**src/rtl/hetic_pkg.sv**
```systemverilog
// ----------------------------------------------------------------------------
// hetic_pkg : shared types and width helpers for the HETI nesting controller
// Rev 1.0
// ----------------------------------------------------------------------------
`default_nettype none

package hetic_pkg;

  function automatic int unsigned idx_width(input int unsigned n);
    return (n > 1) ? $clog2(n) : 1;
  endfunction

  function automatic int unsigned cnt_width(input int unsigned n);
    return $clog2(n + 1);
  endfunction

  localparam int unsigned c_nr_irq_lines = 64;
  localparam int unsigned c_nr_irq_prios = 32;
  localparam int unsigned c_stack_depth  = 8;
  localparam int unsigned c_irq_width    = idx_width(c_nr_irq_lines);
  localparam int unsigned c_prio_width   = idx_width(c_nr_irq_prios);

  typedef struct packed {
    logic [c_irq_width-1:0]  id;
    logic [c_prio_width-1:0] level;
    logic                    heti;
    logic                    nest;
  } irq_ctx_t;

  typedef enum logic [1:0] {
    IDLE  = 2'd0,
    REQ   = 2'd1,
    CLAIM = 2'd2
  } nest_state_e;

endpackage

`default_nettype wire

```
**src/rtl/irq_ctx_stack.sv**
```systemverilog
// ----------------------------------------------------------------------------
// irq_ctx_stack : LIFO of interrupt contexts; a simultaneous pop and push
//                 replaces the top entry. Rev 1.0
// ----------------------------------------------------------------------------
`default_nettype none

module irq_ctx_stack
  import hetic_pkg::*;
#(
  parameter  int unsigned StackDepth = c_stack_depth,
  localparam int unsigned DepthWidth = cnt_width(StackDepth),
  localparam int unsigned IdxWidth   = idx_width(StackDepth)
) (
  input  logic                  clk_i,
  input  logic                  rst_ni,
  input  logic                  push_i,
  input  irq_ctx_t              push_ctx_i,
  input  logic                  pop_i,
  output irq_ctx_t              top_o,
  output logic [DepthWidth-1:0] depth_o,
  output logic                  empty_o,
  output logic                  full_o
);

  irq_ctx_t              r_mem [StackDepth];
  logic [DepthWidth-1:0] r_depth;
  logic                  w_do_pop;
  logic                  w_do_push;
  logic [IdxWidth-1:0]   w_wr_idx;
  logic [IdxWidth-1:0]   w_top_idx;

  assign empty_o   = (r_depth == '0);
  assign full_o    = (r_depth == DepthWidth'(StackDepth));
  assign w_do_pop  = pop_i & ~empty_o;
  // A pop frees a slot, so a push on a full stack is fine in the same cycle.
  assign w_do_push = push_i & (~full_o | w_do_pop);
  assign w_wr_idx  = IdxWidth'(r_depth - DepthWidth'(w_do_pop));
  assign w_top_idx = IdxWidth'(r_depth - DepthWidth'(1));
  assign top_o     = empty_o ? '0 : r_mem[w_top_idx];
  assign depth_o   = r_depth;

  always_ff @(posedge clk_i) begin
    if (!rst_ni) begin
      r_depth <= '0;
      for (int unsigned i = 0; i < StackDepth; i++) begin
        r_mem[i] <= '0;
      end
    end else begin
      if (w_do_push) begin
        r_mem[w_wr_idx] <= push_ctx_i;
      end
      r_depth <= r_depth + DepthWidth'(w_do_push) - DepthWidth'(w_do_pop);
    end
  end

endmodule

`default_nettype wire

```
**src/rtl/irq_nest_ctrl.sv**
```systemverilog
// ----------------------------------------------------------------------------
// irq_nest_ctrl : gates HETI arbiter winners into the core by level and
//                 nestability, tracking active handlers on a context stack.
// Rev 1.0
// ----------------------------------------------------------------------------
`default_nettype none

module irq_nest_ctrl
  import hetic_pkg::*;
#(
  parameter  int unsigned NrIrqLines = c_nr_irq_lines,
  parameter  int unsigned NrIrqPrios = c_nr_irq_prios,
  parameter  int unsigned StackDepth = c_stack_depth,
  localparam int unsigned IrqWidth   = idx_width(NrIrqLines),
  localparam int unsigned PrioWidth  = idx_width(NrIrqPrios),
  localparam int unsigned DepthWidth = cnt_width(StackDepth)
) (
  input  logic                  clk_i,
  input  logic                  rst_ni,
  input  logic                  hetic_valid_i,
  input  logic [IrqWidth-1:0]   hetic_id_i,
  input  logic [PrioWidth-1:0]  hetic_level_i,
  input  logic                  hetic_heti_i,
  input  logic                  hetic_nest_i,
  output logic                  hetic_ack_o,
  output logic [IrqWidth-1:0]   hetic_ack_id_o,
  output logic                  core_irq_req_o,
  output logic [IrqWidth-1:0]   core_irq_id_o,
  output logic [PrioWidth-1:0]  core_irq_level_o,
  output logic                  core_irq_heti_o,
  input  logic                  core_irq_ack_i,
  input  logic                  core_irq_exit_i,
  output logic [PrioWidth-1:0]  cur_level_o,
  output logic [DepthWidth-1:0] depth_o,
  output logic                  exit_err_o,
  input  logic                  exit_err_clr_i
);

  nest_state_e   r_state;
  nest_state_e   w_state_nxt;
  irq_ctx_t      r_req_ctx;
  irq_ctx_t      w_in_ctx;
  irq_ctx_t      w_top;
  logic          r_req;
  logic          r_ack;
  logic [IrqWidth-1:0] r_ack_id;
  logic          r_exit_err;
  logic          w_empty;
  logic          w_full;
  logic          w_eligible;
  logic          w_new_ctx;
  logic          w_latch;
  logic          w_push;
  logic          w_unused;

  irq_ctx_stack #(
    .StackDepth (StackDepth)
  ) u_stack (
    .clk_i      (clk_i),
    .rst_ni     (rst_ni),
    .push_i     (w_push),
    .push_ctx_i (r_req_ctx),
    .pop_i      (core_irq_exit_i),
    .top_o      (w_top),
    .depth_o    (depth_o),
    .empty_o    (w_empty),
    .full_o     (w_full)
  );

  assign w_in_ctx = '{id: hetic_id_i, level: hetic_level_i,
                      heti: hetic_heti_i, nest: hetic_nest_i};

  // Empty stack reads as level 0, so thread level needs no special case.
  assign w_eligible = hetic_valid_i & (hetic_level_i > w_top.level)
                    & (w_empty | w_top.nest) & ~w_full;
  assign w_new_ctx  = (hetic_id_i != r_req_ctx.id)
                    | (hetic_level_i != r_req_ctx.level);
  assign w_unused   = ^{w_top.id, w_top.heti};

  always_ff @(posedge clk_i) begin
    if (!rst_ni) begin
      r_state <= IDLE;
    end else begin
      r_state <= w_state_nxt;
    end
  end

  always_comb begin
    w_state_nxt = r_state;
    unique case (r_state)
      IDLE:    if (w_eligible) w_state_nxt = REQ;
      REQ: begin
        if (core_irq_ack_i)   w_state_nxt = CLAIM;
        else if (!w_eligible) w_state_nxt = IDLE;
      end
      CLAIM:   w_state_nxt = IDLE;
      default: w_state_nxt = IDLE;
    endcase
  end

  always_comb begin
    w_latch = 1'b0;
    w_push  = 1'b0;
    case (r_state)
      IDLE: w_latch = w_eligible;
      REQ: begin
        w_push  = core_irq_ack_i;
        w_latch = ~core_irq_ack_i & w_eligible & w_new_ctx;
      end
      default: ;
    endcase
  end

  always_ff @(posedge clk_i) begin
    if (!rst_ni) begin
      r_req_ctx  <= '0;
      r_req      <= 1'b0;
      r_ack      <= 1'b0;
      r_ack_id   <= '0;
      r_exit_err <= 1'b0;
    end else begin
      if (w_latch) begin
        r_req_ctx <= w_in_ctx;
      end
      r_req    <= (w_state_nxt == REQ);
      r_ack    <= w_push;
      r_ack_id <= w_push ? r_req_ctx.id : '0;
      if (core_irq_exit_i && w_empty) begin
        r_exit_err <= 1'b1;
      end else if (exit_err_clr_i) begin
        r_exit_err <= 1'b0;
      end
    end
  end

  assign core_irq_req_o   = r_req;
  assign core_irq_id_o    = r_req_ctx.id;
  assign core_irq_level_o = r_req_ctx.level;
  assign core_irq_heti_o  = r_req_ctx.heti;
  assign hetic_ack_o      = r_ack;
  assign hetic_ack_id_o   = r_ack_id;
  assign cur_level_o      = w_top.level;
  assign exit_err_o       = r_exit_err;

endmodule

`default_nettype wire

```
**config.mk**
```make
export PLATFORM = sky130hd
export DESIGN_NAME = irq_nest_ctrl
export DESIGN_NICKNAME = d
export VERILOG_FILES = /design/src/rtl/hetic_pkg.sv /design/src/rtl/irq_ctx_stack.sv /design/src/rtl/irq_nest_ctrl.sv
export SDC_FILE = /design/constraint.sdc
export NUM_CORES = 1
export LEC_CHECK = 0
export BUFFER_PORTS_ARGS = -buffer_cell sky130_fd_sc_hd__buf_4
export CAP_MARGIN = 10
export CORE_ASPECT_RATIO = 1.5
export CORE_MARGIN = 1.5
export CORE_UTILIZATION = 58
export CTS_CLUSTER_DIAMETER = 50
export CTS_CLUSTER_SIZE = 28
export DETAILED_ROUTE_END_ITERATION = 6
export PLACE_DENSITY = 0.8
export SLEW_MARGIN = 20
export SYNTH_ARGS = -nofsm -noshare
export SYNTH_HDL_FRONTEND = slang
export SYNTH_SLANG_ARGS = --single-unit
```
**constraint.sdc**
```tcl
create_clock -name clk_i -period 4.5 [get_ports clk_i]
set_input_delay 0.45 -clock clk_i [delete_from_list [all_inputs] [get_ports clk_i]]
set_output_delay 0.45 -clock clk_i [all_outputs]
set_load 0.01 [all_outputs]
```
==> metrics <==
vias post-DR 2550; TritonCTS clock tree done; Worst Min Path Start hetic_heti_i; FF-to-FF Start u_stack.depth_o[2]$_SDFF_PN0_; layout cells sized above 1 0.212; crit-path max FO 18; first-pass iteration count of the detailed router 5; crit start category flop; die height about 100 um; Final Setup Violations 0; RR Endpoint u_stack.r_mem[6][3]$_SDFFCE_PN0P_; # DRC 0; Mapped Nets approximately 380; placed wire-length estimate between 6 and 7 mm; commonest non-fill, non-tap cell in the layout and2_1; Clk Latency, worst-skew pair between 300 and 400 ps; top_reg_cell synth edfxtp_1; Die Span X roughly 70 um; pwr dens approximately 600 nW/um2; leakage ~1.9 nW; Distinct cells, synth 40; DR WL/cell 18.1 um; cts bufs inserted 9; vias in the first global route roughly 2600; Critical Path End Type flop; post-synthesis sequential area ratio 0.515; Slew HR 0.431; hold_buf cts 0; Avg Synthesized Cell Area around 11 um2; die area 7210 um2; vias per cell roughly 5.6; run status completed; Yosys reg bits 76; final setup TNS 0 ps; maximum VDD drop between 500 and 600 uV; Critical Path RT around 4500 ps; r2r setup slk about 600 ps; RSZ-0062 raised after global routing false; drt total wl 8.27 mm; initial core utilization 0.599; Syn Inst Count between 300 and 400; Setup Crit Path Kind flop to flop; Worst EP arrival slightly below 4000 ps; Port Buf Inserts 48; largest net degree at the start of global routing slightly above 40; n_diodes 0; P&R area growth vs syn 13.5%; post-layout util 0.680; CTS max path bufs 2; number of placement rows 36; period utilisation layout 0.867; total congestion overflow 0; Total GRT Usage 0.246; dpl cells around 440; Worst R2R Path Depth 8; # H-tree levels 3; number of top-level pins just under 50; Post-synth EDFFs 48; final std cells w/o fill approximately 460; crit path time final 3900 ps; Post-CTS Setup Inserts 0; Clock transition at path regs 80 ps; first-pass GRT wire length between 10 and 15 mm; WHS Path Cells 3; fmax around 260 MHz; Ys Warns 0; Synth Cell Area 3880 um2; sinks on the clock net 76; asr flop ratio synth 0; Layout Skew between 6 and 7 ps; Hold Path End core_irq_heti_o$_SDFFE_PN0P_; initial antenna violation count 0; Core ar. 6490 um2; leading cell types in the layout, fill and taps excluded and2_1, nand2_1, buf_4; Max Cap Violations 0; final RePlAce weighted congestion approximately 0.83; class of the worst hold path input pin to flop; DRT iter0 DRCs about 130; Worst Tran Pin Value around 850 ps; number of max-slew violations in the final report 0; Layout Nets slightly above 400; Final Hold Vio Count 0; post-CTS resize count 0; Root Driver clkbuf_8; post-route ant nets 0
[registers in the layout (all words and copies together) (netlist names)]
signal	count
u_stack.r_mem	48
core_irq_id_o	6
hetic_ack_id_o	6
core_irq_level_o	5
u_stack.depth_o	4
r_state	2
core_irq_heti_o	1
core_irq_req_o	1
exit_err_o	1
hetic_ack_o	1
r_req_ctx	1
[per-stage QoR]
step                      total power, mW  setup WS [ps]  hold WS [ps]  instance area (um2)
after floorplan                      1.76           1120           471                 3880
after global placement               2.05            798           449                 4180
after detailed placement             2.07            625           467                 4180
after CTS                            2.66            618           329                 4410
after global routing                 2.81            262           337                 4410
final                                2.65            599           350                 4410
[per-layer routing]
layer,track usage,wire (um),share of wire
met1,0.262,2950,0.36
met2,0.440,4550,0.55
met3,0.0475,410,0.050
met4,0.170,359,0.043
met5,0,0,0
[critical path, stage by stage, from the launching register on]
cell	delay (ps)
dfxtp_1	700
clkinv_1	460
ha_1	450
a21boi_0	220
ha_1	240
ha_1	230
xor2_1	350
nand2_1	210
o21ai_0	670
[logic make-up after synthesis]
kind of cell,share of synthesized area
xor+xnor,0.0338
buf+inv,0.0573
flops,0.515
simple gates,0.198
compound gates,0.0415
mux,0.107
fa+ha+maj,0.0470
[how the worst max path moves through the flow]
stage | start | slack, ps | to
finish | u_stack.depth_o[2]$_SDFF_PN0_ | 600 | u_stack.r_mem[6][3]$_SDFFCE_PN0P_
global route | u_stack.depth_o[2]$_SDFF_PN0_ | 260 | u_stack.r_mem[7][6]$_SDFFCE_PN0P_
CTS | u_stack.depth_o[2]$_SDFF_PN0_ | 620 | u_stack.r_mem[7][5]$_SDFFCE_PN0P_
detailed placement | u_stack.depth_o[2]$_SDFF_PN0_ | 620 | u_stack.r_mem[6][3]$_SDFFCE_PN0P_
global placement | u_stack.depth_o[2]$_SDFF_PN0_ | 800 | u_stack.r_mem[7][3]$_SDFFCE_PN0P_
floorplan | u_stack.depth_o[0]$_SDFF_PN0_ | 1120 | core_irq_heti_o$_SDFFE_PN0P_
[power breakdown]
| part | internal, mW | switching (mW) |
|---|---|---|
| combinational | 0.499 | 0.602 |
| clock | 0.343 | 0.248 |
| sequential | 0.827 | 0.126 |
| total | 1.67 | 0.976 |
[synthesized netlist by cell type, types with 7 or more instances]
cell | instances | area [um2]
a21oi_1 | 18 | 90.1
ha_1 | 13 | 163
edfxtp_1 | 48 | 1440
inv_1 | 13 | 48.8
and2_1 | 57 | 357
nor2_1 | 8 | 30.0
mux4_2 | 11 | 248
nand2b_1 | 7 | 43.8
buf_4 | 12 | 90.1
xor2_1 | 10 | 87.6
dfxtp_1 | 28 | 561
nand2_1 | 52 | 195
clkbuf_1 | 7 | 26.3
mux2i_1 | 14 | 140
[layout make-up]
| cell class | count | area, um2 |
|---|---|---|
| clock buffers | 11 | 151 |
| clock inverters | 5 | 81.3 |
| fillers | 503 | 2080 |
| inverters | 14 | 52.6 |
| multi-input cells | 227 | 1660 |
| flip-flops and latches | 76 | 2000 |
| well taps | 76 | 95.1 |
| repair buffers | 49 | 368 |
(Power assumes the default switching activity.)
